$ cat src/rtl/gpsreceiver2_capture_ctl_pkg.sv
// Shared encodings for the GPS sample capture controller:
// capture modes and FSM states.
package gpsreceiver2_capture_ctl_pkg;

   localparam logic [1:0] ST_IDLE = 2'd0;
   localparam logic [1:0] ST_RUN  = 2'd1;
   localparam logic [1:0] ST_WAIT = 2'd2;
   localparam logic [1:0] ST_DONE = 2'd3;

   localparam logic [1:0] MODE_ONESHOT  = 2'b00;
   localparam logic [1:0] MODE_CONT     = 2'b01;
   localparam logic [1:0] MODE_PINGPONG = 2'b10;

   // Encoding 11 is treated as one-shot.
   function automatic logic is_oneshot(input logic [1:0] m);
      return (m == MODE_ONESHOT) || (m == 2'b11);
   endfunction

endpackage

$ cat src/rtl/gpsreceiver2_decimator.sv
// Strobe decimator: passes 1 of every ratio+1 input strobes.
// keep is combinational so the write lands one cycle after the strobe.
module gpsreceiver2_decimator #(
   parameter int DECIM_W = 4
) (
   input  logic               clk,
   input  logic               rst,
   input  logic               clr,
   input  logic               stb,
   input  logic [DECIM_W-1:0] ratio,
   output logic               keep
);

   logic [DECIM_W-1:0] cnt;

   // >= keeps a lowered ratio from forcing a full counter wrap
   assign keep = stb && (cnt >= ratio);

   always_ff @(posedge clk or posedge rst) begin
      if (rst) begin
         cnt <= '0;
      end else if (clr) begin
         cnt <= '0;
      end else if (stb) begin
         cnt <= keep ? '0 : cnt + DECIM_W'(1);
      end
   end

endmodule

$ cat src/rtl/gpsreceiver2_capture_ctl.sv
// Multi-bank sample RAM capture controller: write strobes/addresses,
// one-shot/continuous/ping-pong modes, bank ready flags, overflow.
module gpsreceiver2_capture_ctl
   import gpsreceiver2_capture_ctl_pkg::*;
#(
   parameter int ADR_W   = 11,
   parameter int BANKS   = 2,
   parameter int DECIM_W = 4
) (
   input  logic                     sys_clk,
   input  logic                     sys_rst,
   input  logic                     r_enable,
   input  logic                     r_clear,
   input  logic [1:0]               r_mode,
   input  logic [DECIM_W-1:0]       r_decim,
   input  logic                     sample_stb,
   input  logic [BANKS-1:0]         bank_ack,
   output logic                     buf_we,
   output logic [$clog2(BANKS)+ADR_W-1:0] buf_adr,
   output logic [ADR_W:0]           rx_count,
   output logic [BANKS-1:0]         bank_ready,
   output logic                     bank_done,
   output logic                     overflow,
   output logic                     busy
);

   localparam int BANK_W = $clog2(BANKS);

   logic [1:0]        state;
   logic [ADR_W-1:0]  offset;
   logic [BANK_W-1:0] bank;
   logic [BANK_W-1:0] nxt_bank;
   logic [BANKS-1:0]  rdy_nxt;
   logic              run_act;
   logic              keep;
   logic              last;
   logic              nxt_busy;

   assign run_act  = (state == ST_RUN) && r_enable;
   assign last     = (offset == '1);
   assign nxt_bank = bank + BANK_W'(1);
   assign nxt_busy = bank_ready[nxt_bank] && !bank_ack[nxt_bank];
   assign busy     = (state == ST_RUN) || (state == ST_WAIT);

   gpsreceiver2_decimator #(
      .DECIM_W (DECIM_W)
   ) u_decim (
      .clk   (sys_clk),
      .rst   (sys_rst),
      .clr   (r_clear || (state == ST_IDLE)),
      .stb   (sample_stb && run_act),
      .ratio (r_decim),
      .keep  (keep)
   );

   // A fill in the same cycle as an ack of that bank keeps it ready
   always_comb begin
      rdy_nxt = bank_ready & ~bank_ack;
      if (keep && last) rdy_nxt[bank] = 1'b1;
   end

   always_ff @(posedge sys_clk or posedge sys_rst) begin
      if (sys_rst) begin
         state      <= ST_IDLE;
         offset     <= '0;
         bank       <= '0;
         buf_we     <= 1'b0;
         buf_adr    <= '0;
         rx_count   <= '0;
         bank_ready <= '0;
         bank_done  <= 1'b0;
         overflow   <= 1'b0;
      end else if (r_clear) begin
         state      <= ST_IDLE;
         offset     <= '0;
         bank       <= '0;
         buf_we     <= 1'b0;
         buf_adr    <= '0;
         rx_count   <= '0;
         bank_ready <= '0;
         bank_done  <= 1'b0;
         overflow   <= 1'b0;
      end else begin
         buf_we     <= keep;
         bank_done  <= keep && last;
         bank_ready <= rdy_nxt;
         if (keep) begin
            buf_adr  <= {bank, offset};
            offset   <= offset + ADR_W'(1);
            rx_count <= {1'b0, offset} + (ADR_W+1)'(1);
         end else if (rx_count[ADR_W] && state != ST_DONE) begin
            rx_count <= '0;
         end
         unique case (state)
            ST_IDLE: if (r_enable) state <= ST_RUN;
            ST_RUN: begin
               if (!r_enable) begin
                  state <= ST_IDLE;
               end else if (keep && last) begin
                  if (is_oneshot(r_mode)) begin
                     state <= ST_DONE;
                  end else if (r_mode == MODE_PINGPONG) begin
                     bank <= nxt_bank;
                     if (nxt_busy) begin
                        overflow <= 1'b1;
                        state    <= ST_WAIT;
                     end
                  end
               end
            end
            ST_WAIT: begin
               if (!r_enable) state <= ST_IDLE;
               else if (bank_ack[bank]) state <= ST_RUN;
            end
            ST_DONE: state <= ST_DONE;
            default: state <= ST_IDLE;
         endcase
      end
   end

endmodule

$ cat config.mk
export PLATFORM = sky130hd
export DESIGN_NAME = gpsreceiver2_capture_ctl
export DESIGN_NICKNAME = d
export VERILOG_FILES = /design/src/rtl/gpsreceiver2_capture_ctl_pkg.sv /design/src/rtl/gpsreceiver2_decimator.sv /design/src/rtl/gpsreceiver2_capture_ctl.sv
export SDC_FILE = /design/constraint.sdc
export NUM_CORES = 1
export LEC_CHECK = 0
export ABC_CLOCK_PERIOD_IN_PS = 2600
export BUFFER_PORTS_ARGS = -buffer_cell sky130_fd_sc_hd__buf_2
export CORE_MARGIN = 2
export CORE_UTILIZATION = 35
export CTS_CLUSTER_SIZE = 20
export DETAILED_ROUTE_END_ITERATION = 7
export GPL_ROUTABILITY_DRIVEN = 0
export HOLD_SLACK_MARGIN = 0.03
export SYNTH_ARGS = -nofsm -noshare
export SYNTH_HDL_FRONTEND = slang
export SYNTH_SLANG_ARGS = --single-unit
$ cat constraint.sdc
create_clock -name sys_clk -period 2.6 [get_ports sys_clk]
set_input_delay 0.13 -clock sys_clk [delete_from_list [all_inputs] [get_ports sys_clk]]
set_output_delay 0.13 -clock sys_clk [all_outputs]
set_load 0.02 [all_outputs]
==> Word level (Yosys, flattened, before mapping) <==
Index checks and enable logic that the tools add are counted.
{ "op_classes": {"eq_ne": 13, "reduce_logical": 24, "shift": 0, "div": 0, "addsub": 4, "magnitude_cmp": 4, "n_bitwise": 3, "muxes": 45, "multipliers": 0} }
{ "op_table": {"columns": ["operator", "count"], "rows": [
  ["two-way mux 12 bit", 5],
  ["two-way mux 1 bit", 22],
  ["two-way mux 11 bit", 2],
  ["two-way mux 2 bit", 11],
  ["nonzero test 2 bit", 7],
  ["adder 11 x 1 -> 12 bit (second input constant)", 1],
  ["two-way mux 4 bit", 3],
  ["adder 11 x 1 -> 11 bit (second input constant)", 1],
  ["== test 11 bit (second input constant)", 1],
  ["AND reduction 5 bit", 2],
  ["== test 2 bit (second input constant)", 4],
  ["!= test 4 x 3 -> 1 bit (second input constant)", 2],
  ["one-hot mux 2 bit (4 select lines)", 1],
  ["logical AND 1 bit", 7],
  ["AND reduction 6 bit", 1],
  ["!= test 5 x 3 -> 1 bit (second input constant)", 1],
  ["!= test 5 x 4 -> 1 bit (second input constant)", 1],
  ["adder 4 x 1 -> 4 bit (second input constant)", 1],
  [">= comparator 4 bit", 1],
  ["logical NOT 2 bit", 2],
  ["less-than comparator 1 x 2 -> 1 bit (second input constant)", 2],
  ["!= test 2 bit (second input constant)", 2],
  ["logical OR 1 bit", 3],
  ["!= test 3 bit (second input constant)", 1],
  ["9 further kinds", 9]
]} }
{ "word_totals": {"reg_bits": 47, "latchBits": 0, "ramBits": 0, "inputBits": 13, "elab_cells": 103, "output_inout_bits": 30, "n_memories": 0, "mem_bits_ro": 0} }

==> Depth between registers and ports, before layout <==
Gate-level depths: netlist (run 1).
{ "logic_depth": {"word_depth": 12, "mapped_depth": 9, "mapped_depth_nobuf": 7} }

==> By module <==
From an unflattened synthesis (run 1), not the netlist that was laid out.
{ "unflattened": {"hier_cells": 242, "area_unflattened_um2": 2449.8} }
{ "modules_own_cells": {"columns": ["module", "instances", "area_per_inst_um2", "seq_area_each_um2", "cells_each"], "rows": [
  ["gpsreceiver2_capture_ctl", 1, 2102.0, 1076.0, 205],
  ["gpsreceiver2_decimator", 1, 347.8, 100.1, 37]
]} }

==> Worst setup path before layout (run 1) <==
OpenSTA, ideal clock, no wires.
{ "synth_path": {"kind": "reg-to-reg", "start": "register u_decim.cnt[0]", "end": "register rx_count[10]", "setup_slack_ns": 0.463, "required_ns": 2.479, "path_stages_with_launch": 10, "path_buffers": 2, "t_arrival_ns": 2.016, "period_less_slack_ns": 2.137, "setup_ns": 0.121, "cell_sequence": "dfrtp_1 inv_1 ha_1 nand2b_4 a2111oi_4 or3_1 buf_2 nor2_1 buf_2 a22o_1"} }
{ "synth_between": {"elab_chain_len": 4, "elab_cells_between_ends": 5, "cone_classes": "1 x order compare; 2 x mux; 2 x reduce/logical"} }
{ "synth_lines": {"columns": ["item", "line", "source"], "rows": [
  ["start, declared", "gpsreceiver2_decimator.sv:14", "logic [DECIM_W-1:0] cnt;"],
  ["start signal, assigned", "gpsreceiver2_decimator.sv:25", "cnt <= keep ? '0 : cnt + DECIM_W'(1);"],
  [">= comparator 4 bit *", "gpsreceiver2_decimator.sv:17", "assign keep = stb && (cnt >= ratio);"],
  ["logical AND 1 bit *", "gpsreceiver2_decimator.sv:17", null],
  ["two-way mux 12 bit", "gpsreceiver2_capture_ctl.sv:87", "if (keep) begin"],
  ["two-way mux 12 bit", "gpsreceiver2_capture_ctl.sv:73", "end else if (r_clear) begin"],
  ["end signal, assigned", "gpsreceiver2_capture_ctl.sv:90", "rx_count <= {1'b0, offset} + (ADR_W+1)'(1);"],
  ["end, declared", "gpsreceiver2_capture_ctl.sv:20", "output logic [ADR_W:0] rx_count,"]
]} }
Mark *: on every way between the ends. The rest lies on a longest branch, timed or not.
A chain may end at the register's enable or synchronous reset.

==> Final worst setup path (run 1) <==
{ "layout_path": {"start": "register u_decim.cnt[0]", "end": "register u_decim.cnt[0]"} }
{ "layout_between": {"elab_chain_len": 5, "elab_cells_between_ends": 6, "cone_classes": "1 x add/sub; 1 x order compare; 3 x mux; 1 x reduce/logical"} }
{ "layout_lines": {"columns": ["item", "line", "source"], "rows": [
  [">= comparator 4 bit", "gpsreceiver2_decimator.sv:17", null],
  ["logical AND 1 bit", "gpsreceiver2_decimator.sv:17", null],
  ["two-way mux 4 bit *", "gpsreceiver2_decimator.sv:25", null],
  ["two-way mux 4 bit *", "gpsreceiver2_decimator.sv:24", "end else if (stb) begin"],
  ["two-way mux 4 bit *", "gpsreceiver2_decimator.sv:22", "end else if (clr) begin"]
]} }
Mark *: on every way between the ends. The rest lies on a longest branch, timed or not. The select of a mux whose other input is x is not followed.

==> flow_summary.yaml, run 1 <==
outcome:
  status: "completed"
critical_path:
  crit_path_top_delay_cell: "a2111oi_4"
  rrSetupSlack_ns: 0.33
  crit_arrival_ns: 2.52
  start_kind: "register"
  cp_num_buf_inv: 2
  critPathKind: "register to register"
  critPathTopFamily: "compound AO/OA/AOI/OAI gates"
  end_kind: "register"
  worst_path_largest_cell_delay_ns: 0.45
  r2r_start: "u_decim.cnt[0]$_DFFE_PP0P_"
  cp_common_cell: "o21ai_0"
  critPathRequiredTime_ns: 2.85
  timing.rr.end: "u_decim.cnt[0]$_DFFE_PP0P_"
  cp_max_fo: 15
  path_cells: "inv_1 -> ha_1 -> nand2b_4 -> a2111oi_4 -> buf_4 -> o21ai_0 -> o21ai_0 -> and2_1"
  reg2regPathDepth: 8
timing:
  min_period_ns: 2.27
  fin_worst_skew_ns: 0.00808
  setup_violations: 0
  slew_violations: 0
  slew_headroom: 0.343
  rsz0062_at_grt: "no"
  timing.fmax_ghz: 0.441
  fin_crit_sh: 0.872
  worst_pin_slew_ns: 0.984
  hold_viol: 0
  tns_ns: 0
global_route:
  first_global_vias: 1951
  grt_pass1_wl_um: 9240
  grt_max_degree: 48
  grt_usage: 0.154
  grt_antenna_before_repair: 0
  overflow: 0
drt:
  ant_nets: 0
  vias: 1950
  routedWlPerCell_um: 13.8
  routed_via_density: 5.05
  dr.pass1.iters: 4
  drcViolationCount: 0
  wirelength_um: 5330
  drtIter0Drc: 100
cts:
  cts_made_buffers: 5
  post_cts_resized: 0
  root_buffer: "clkbuf_8"
  post_cts_buffers: 0
  cts_buffer_depth: 2
  path_clk_slew_ns: 0.09
  cts.sinks: 47
  cts_tree: "yes"
  clock_latency_ns: 0.31
  holdBufCountCts: 0
  cts_max_level: 2
power_and_ir_drop:
  p_leak_nw: 1.37
  peakVddDrop_uv: 263
  power_density_mw_per_mm2: 519
synth:
  synth_edf_count: 0
  synthFlopType: "dfrtp_1"
  synthArstFlopShare: 1.00
  yosysWarnings: 0
  synth_fp_nets: 272
  ys_seq_area_frac: 0.481
  ys_ff_latch: 47
  synth_area_per_cell_sq_um: 9.86
  synthCells: 248
  ys_types: 45
  synth.most_common_cell: "dfrtp_1"
  synth_top_area_cell: "dfrtp_1"
  netlist_area_sq_mm: 0.00245
  synth_top_cells_by_area: "dfrtp_1 (48%), xnor2_1 (6.1%), ha_1 (5.6%), nand2_1 (5.2%), a22o_1 (3.9%)"
  yosys-top-cells-count: "dfrtp_1 (47), nand2_1 (34), nor2_1 (21), a21oi_1 (17), xnor2_1 (17)"
  synth_top_area_share: 0.481
placement:
  io_buffers: 42
  hpwl_um: 3720
cells_and_area:
  nets: 313
  synthToLayoutAreaGrowth_pct: 17.7
  drive_gt1_frac: 0.217
  utilization: 0.424
  antenna_cells: 0
floorplanning:
  die-area_sq_mm: 0.00767
  chipWidth_um: 87.6
  num_rows: 30
  io_pins: 43
  core_area_sq_mm: 0.00679
  start_util: 0.360
  die_h_um: 87.6
flow_run:
  cap_violations: 0
worst_hold_path:
  hp-class: "primary input to async pin"
==> worst max-delay path by stage <==
| stage | from | endpoint | slack (ns) | cells after the start |
|---|---|---|---|---|
| 2_1_floorplan | u_decim.cnt[0]$_DFFE_PP0P_ | rx_count[10]$_DFFE_PP0P_ | 0.46 | 9 |
| 3_3_place_gp | u_decim.cnt[0]$_DFFE_PP0P_ | state[1]$_DFFE_PP0P_ | 0.37 | 8 |
| 3_5_place_dp | u_decim.cnt[0]$_DFFE_PP0P_ | rx_count[1]$_DFFE_PP0P_ | 0.36 | 7 |
| 4_1_cts | u_decim.cnt[0]$_DFFE_PP0P_ | state[1]$_DFFE_PP0P_ | 0.34 | 8 |
| 5_1_grt | state[1]$_DFFE_PP0P_ | rx_count[5]$_DFFE_PP0P_ | 0.16 | 6 |
| 6_report | u_decim.cnt[0]$_DFFE_PP0P_ | u_decim.cnt[0]$_DFFE_PP0P_ | 0.33 | 8 |
==> final cells by class <==
class / count / area [sq um]
clock buffer: 6 / 82.6
clock inverter: 2 / 38.8
fill: 686 / 3920
inverter: 11 / 41.3
multi-input combinational: 176 / 1160
sequential: 47 / 1180
tap: 96 / 120
timing repair buffer: 48 / 255
==> worst register-to-register path: cells and delay by family (launching register included) <==
family	cells	cell delay [ns]
AND/OR/NAND/NOR	2	0.30
flip-flops	1	0.42
adder cells (fa/ha/maj)	1	0.26
buffers and inverters	2	0.34
AO/OA/AOI/OAI	3	0.90
==> where the power goes <==
part | internal (W) | total, W | switching [W]
sequential | 0.000737 | 0.000745 | 0.00000802
combinational | 0.0000589 | 0.000171 | 0.000112
clock | 0.000317 | 0.000579 | 0.000263
==> cells by family after synthesis <==
logic type / share of synthesized area
AND/OR/NAND/NOR: 0.196
adder cells (fa/ha/maj): 0.0563
multiplexers: 0.00409
buffers and inverters: 0.0430
flip-flops: 0.481
XOR/XNOR: 0.0716
AO/OA/AOI/OAI: 0.148
==> stage by stage <==
step                instance area (sq um)  total power [W]  instances  hold WS, ns  setup WS [ns]
finish                               2880          0.00150        386       0.0482          0.332
global route                         2880          0.00156        386        0.133          0.163
CTS                                  2880          0.00151        386       0.0839          0.342
detailed placement                   2760         0.000930        378        0.422          0.359
global placement                     2760         0.000929        378        0.416          0.365
floorplan                            2450         0.000883        248        0.337          0.463
==> per-layer routing <==
metal,up-vias,share of wire,global-route usage
li1,949,-,-
met1,944,0.49,0.216
met2,53,0.46,0.237
met3,4,0.047,0.0462
met4,0,0.0064,0.0364
met5,-,0,0
==> sequential cells by signal, indices dropped and copies added, names as in the netlist, 2 cells and up <==
signal	count
buf_adr	12
offset	11
state	2
u_decim.cnt	4
bank_ready	2
rx_count	12
==> layout by cell type, fill, tap and decap left out, types with 2 or more instances in the layout <==
| master | n |
|---|---|
| xor2_1 | 3 |
| and3_1 | 4 |
| a21boi_1 | 2 |
| inv_1 | 10 |
| o21bai_1 | 2 |
| nor4b_1 | 2 |
| nor3_2 | 2 |
| nor2_1 | 21 |
| buf_4 | 6 |
| nand3_1 | 5 |
| o21a_1 | 3 |
| dfrtp_1 | 47 |
| or3_1 | 3 |
| a21oi_1 | 17 |
| nand2_1 | 34 |
| a22o_1 | 11 |
| clkbuf_8 | 6 |
| ha_1 | 11 |
| nor4_1 | 8 |
| nand4_1 | 2 |
| nor3b_1 | 2 |
| nor2b_1 | 2 |
| xnor2_1 | 17 |
| nor3_1 | 4 |
| buf_2 | 42 |
| o21ai_0 | 2 |
No activity file was read; power rests on OpenSTA's default activity.
==> run 2, diff against run 1 <==
--- a/config.mk
+++ b/config.mk
@@ -13,6 +13,7 @@
 export DETAILED_ROUTE_END_ITERATION = 7
 export GPL_ROUTABILITY_DRIVEN = 0
 export HOLD_SLACK_MARGIN = 0.03
+export PLACE_DENSITY_LB_ADDON = 0.3
 export SYNTH_ARGS = -nofsm -noshare
 export SYNTH_HDL_FRONTEND = slang
 export SYNTH_SLANG_ARGS = --single-unit
==> run 2 against run 1 <==
  * Final area shrank 0.13%
  * Worst hold slack lost 0.011 ns
  * Count of clock-buffer cells in the layout shrank 1
  * Die area is the same
  * Sequential cell count is the same
  * Wire length grew 1.1%
  * First-iteration DRC count grew 23%
  * Critical path depth is the same
  * Setup slack lost 0.061 ns
  * Via count shrank 0.36%
  * Core utilization shrank 0.055 points
  * Largest cell class unchanged
  * Largest power group unchanged
==> flow_summary.yaml, run 2 (synthesis results as in run 1) <==
outcome:
  status: "completed"
critical_path:
  timing.rr.end: "rx_count[11]$_DFFE_PP0P_"
  cp_max_fo: 15
  crit_arrival_ns: 2.53
  cp_num_buf_inv: 2
  reg2regPathDepth: 8
  critPathKind: "register to register"
  worst_path_largest_cell_delay_ns: 0.75
  crit_path_start: "u_decim.cnt[0]$_DFFE_PP0P_"
  rrSetupSlack_ns: 0.27
  critPathRequiredTime_ns: 2.81
  cp-endpoint: "rx_count[11]$_DFFE_PP0P_"
  start_kind: "register"
  end_kind: "register"
  path_cells: "inv_1 -> ha_1 -> nand2b_4 -> a2111oi_4 -> nor3_2 -> nor3_2 -> buf_4 -> a22o_1"
  critPathTopFamily: "simple AND/OR/NAND/NOR gates"
  worst-path-stages: 8
  cp_common_cell: "nor3_2"
  r2r_start: "u_decim.cnt[0]$_DFFE_PP0P_"
  crit_path_top_delay_cell: "nor3_2"
cells_and_area:
  final_cell_mix: "dfrtp_1 (47), buf_2 (42), nand2_1 (34)"
  antenna_cells: 0
  final_common_cell: "dfrtp_1"
  nets: 313
  drive_gt1_frac: 0.221
  synthToLayoutAreaGrowth_pct: 17.5
  top_regs: "buf_adr: 12 flops, rx_count: 12 flops, offset: 11 flops"
  fillers: 674
  design_area_sq_mm: 0.00288
floorplanning:
  die_h_um: 87.6
  chipWidth_um: 87.6
  num_rows: 30
  die-area_sq_mm: 0.00767
  start_util: 0.360
  core_area_sq_mm: 0.00679
  io_pins: 43
global_route:
  grt_antenna_before_repair: 0
  first_global_vias: 1929
  grt_usage: 0.155
  grt_max_degree: 48
  overflow: 0
  grt_pass1_wl_um: 9300
drt:
  ant_nets: 0
  dr.pass1.iters: 5
  vias: 1943
  routed_via_density: 5.03
  drcViolationCount: 0
  wirelength_um: 5380
  drtIter0Drc: 123
  routedWlPerCell_um: 13.9
cts:
  cts_buffer_depth: 2
  path_clk_slew_ns: 0.09
  cts_made_buffers: 5
  post_cts_buffers: 0
  cts.sinks: 47
  root_buffer: "clkbuf_8"
  cts_tree: "yes"
  clock_latency_ns: 0.31
  cts_max_level: 2
power_and_ir_drop:
  peakVddDrop_uv: 268
  power_density_mw_per_mm2: 515
  p_leak_nw: 1.36
  total_power_w: 0.00148
timing:
  slew_violations: 0
  tns_ns: 0
  setup_violations: 0
  slew_headroom: 0.343
  min_period_ns: 2.33
  worst_pin_slew_ns: 0.984
  fin_worst_skew_ns: 0.00694
  hold_viol: 0
  fin_ws_ns: 0.271
  fin_crit_sh: 0.896
  rsz0062_at_grt: "no"
  timing.fmax_ghz: 0.429
placement:
  io_buffers: 42
  place_area_sq_mm: 0.00276
  dpl_worst_slack_ns: 0.180
  hpwl_um: 3820
flow_run:
  cap_violations: 0
worst_hold_path:
  hp-class: "primary input to async pin"
==> run 2: changes by cell type in the layout (fill, tap and decap cells not counted) <==
| cell | previous run | this run |
|---|---|---|
| clkbuf_8 | 6 | 5 |
| clkinvlp_4 | 0 | 1 |
| nor2_1 | 21 | 20 |
| nor2_2 | 0 | 1 |
==> run 2: where the power goes <==
group,switching (W),leakage [nW],internal [W]
registers,0.00000848,0.656,0.000737
clock network,0.000269,0.0548,0.000290
logic,0.000112,0.653,0.0000642
total,0.000390,1.36,0.00109
==> run 2: what timing repair did <==
item	in CTS	in global routing
resized for setup	0	1
hold buffers	0	0
endpoints found under the setup margin	0	11
==> run 2: worst min-delay path by stage <==
| stage | cells after the start | end | slack [ns] |
|---|---|---|---|
| floorplan | 3 | bank_ready[0]$_DFF_PP0_ | 0.34 |
| global placement | 2 | buf_adr[7]$_DFFE_PP0P_ | 0.42 |
| detailed placement | 2 | buf_adr[7]$_DFFE_PP0P_ | 0.43 |
| CTS | 2 | rx_count[8]$_DFFE_PP0P_ | 0.09 |
| global route | 2 | buf_adr[7]$_DFFE_PP0P_ | 0.13 |
| finish | 2 | buf_adr[7]$_DFFE_PP0P_ | 0.04 |
==> run 2: area by class of cell <==
cell class | instances | area [sq um] | area share
clock buffer | 5 | 68.8 | 0.0239
tap | 96 | 120 | 0.0418
timing repair buffer | 48 | 255 | 0.0888
multi-input combinational | 176 | 1170 | 0.406
sequential | 47 | 1180 | 0.409
clock inverter | 3 | 46.3 | 0.0161
inverter | 11 | 41.3 | 0.0144
==> run 2: per-layer routing <==
metal,wire length [um],vias up,GRT usage
met1,2610,935,0.219
met4,36,0,0.0280
met3,262,5,0.0386
met5,0,-,0
met2,2470,53,0.243
li1,-,950,-
==> run 2: worst register-to-register path, stage by stage (launching register included) <==
cell and delay (ns):
dfrtp_1 0.42, inv_1 0.06, ha_1 0.26, nand2b_4 0.12
a2111oi_4 0.07, nor3_2 0.75, nor3_2 0.08, buf_4 0.22
a22o_1 0.25
==> run 2: per-stage QoR <==
step           hold WS [ns]  instances   util
3_3_place_gp          0.421        378  0.406
6_report             0.0375        386  0.423
2_1_floorplan         0.337        248      -
5_1_grt               0.129        386  0.423
4_1_cts              0.0859        386  0.423
3_5_place_dp          0.428        378  0.406
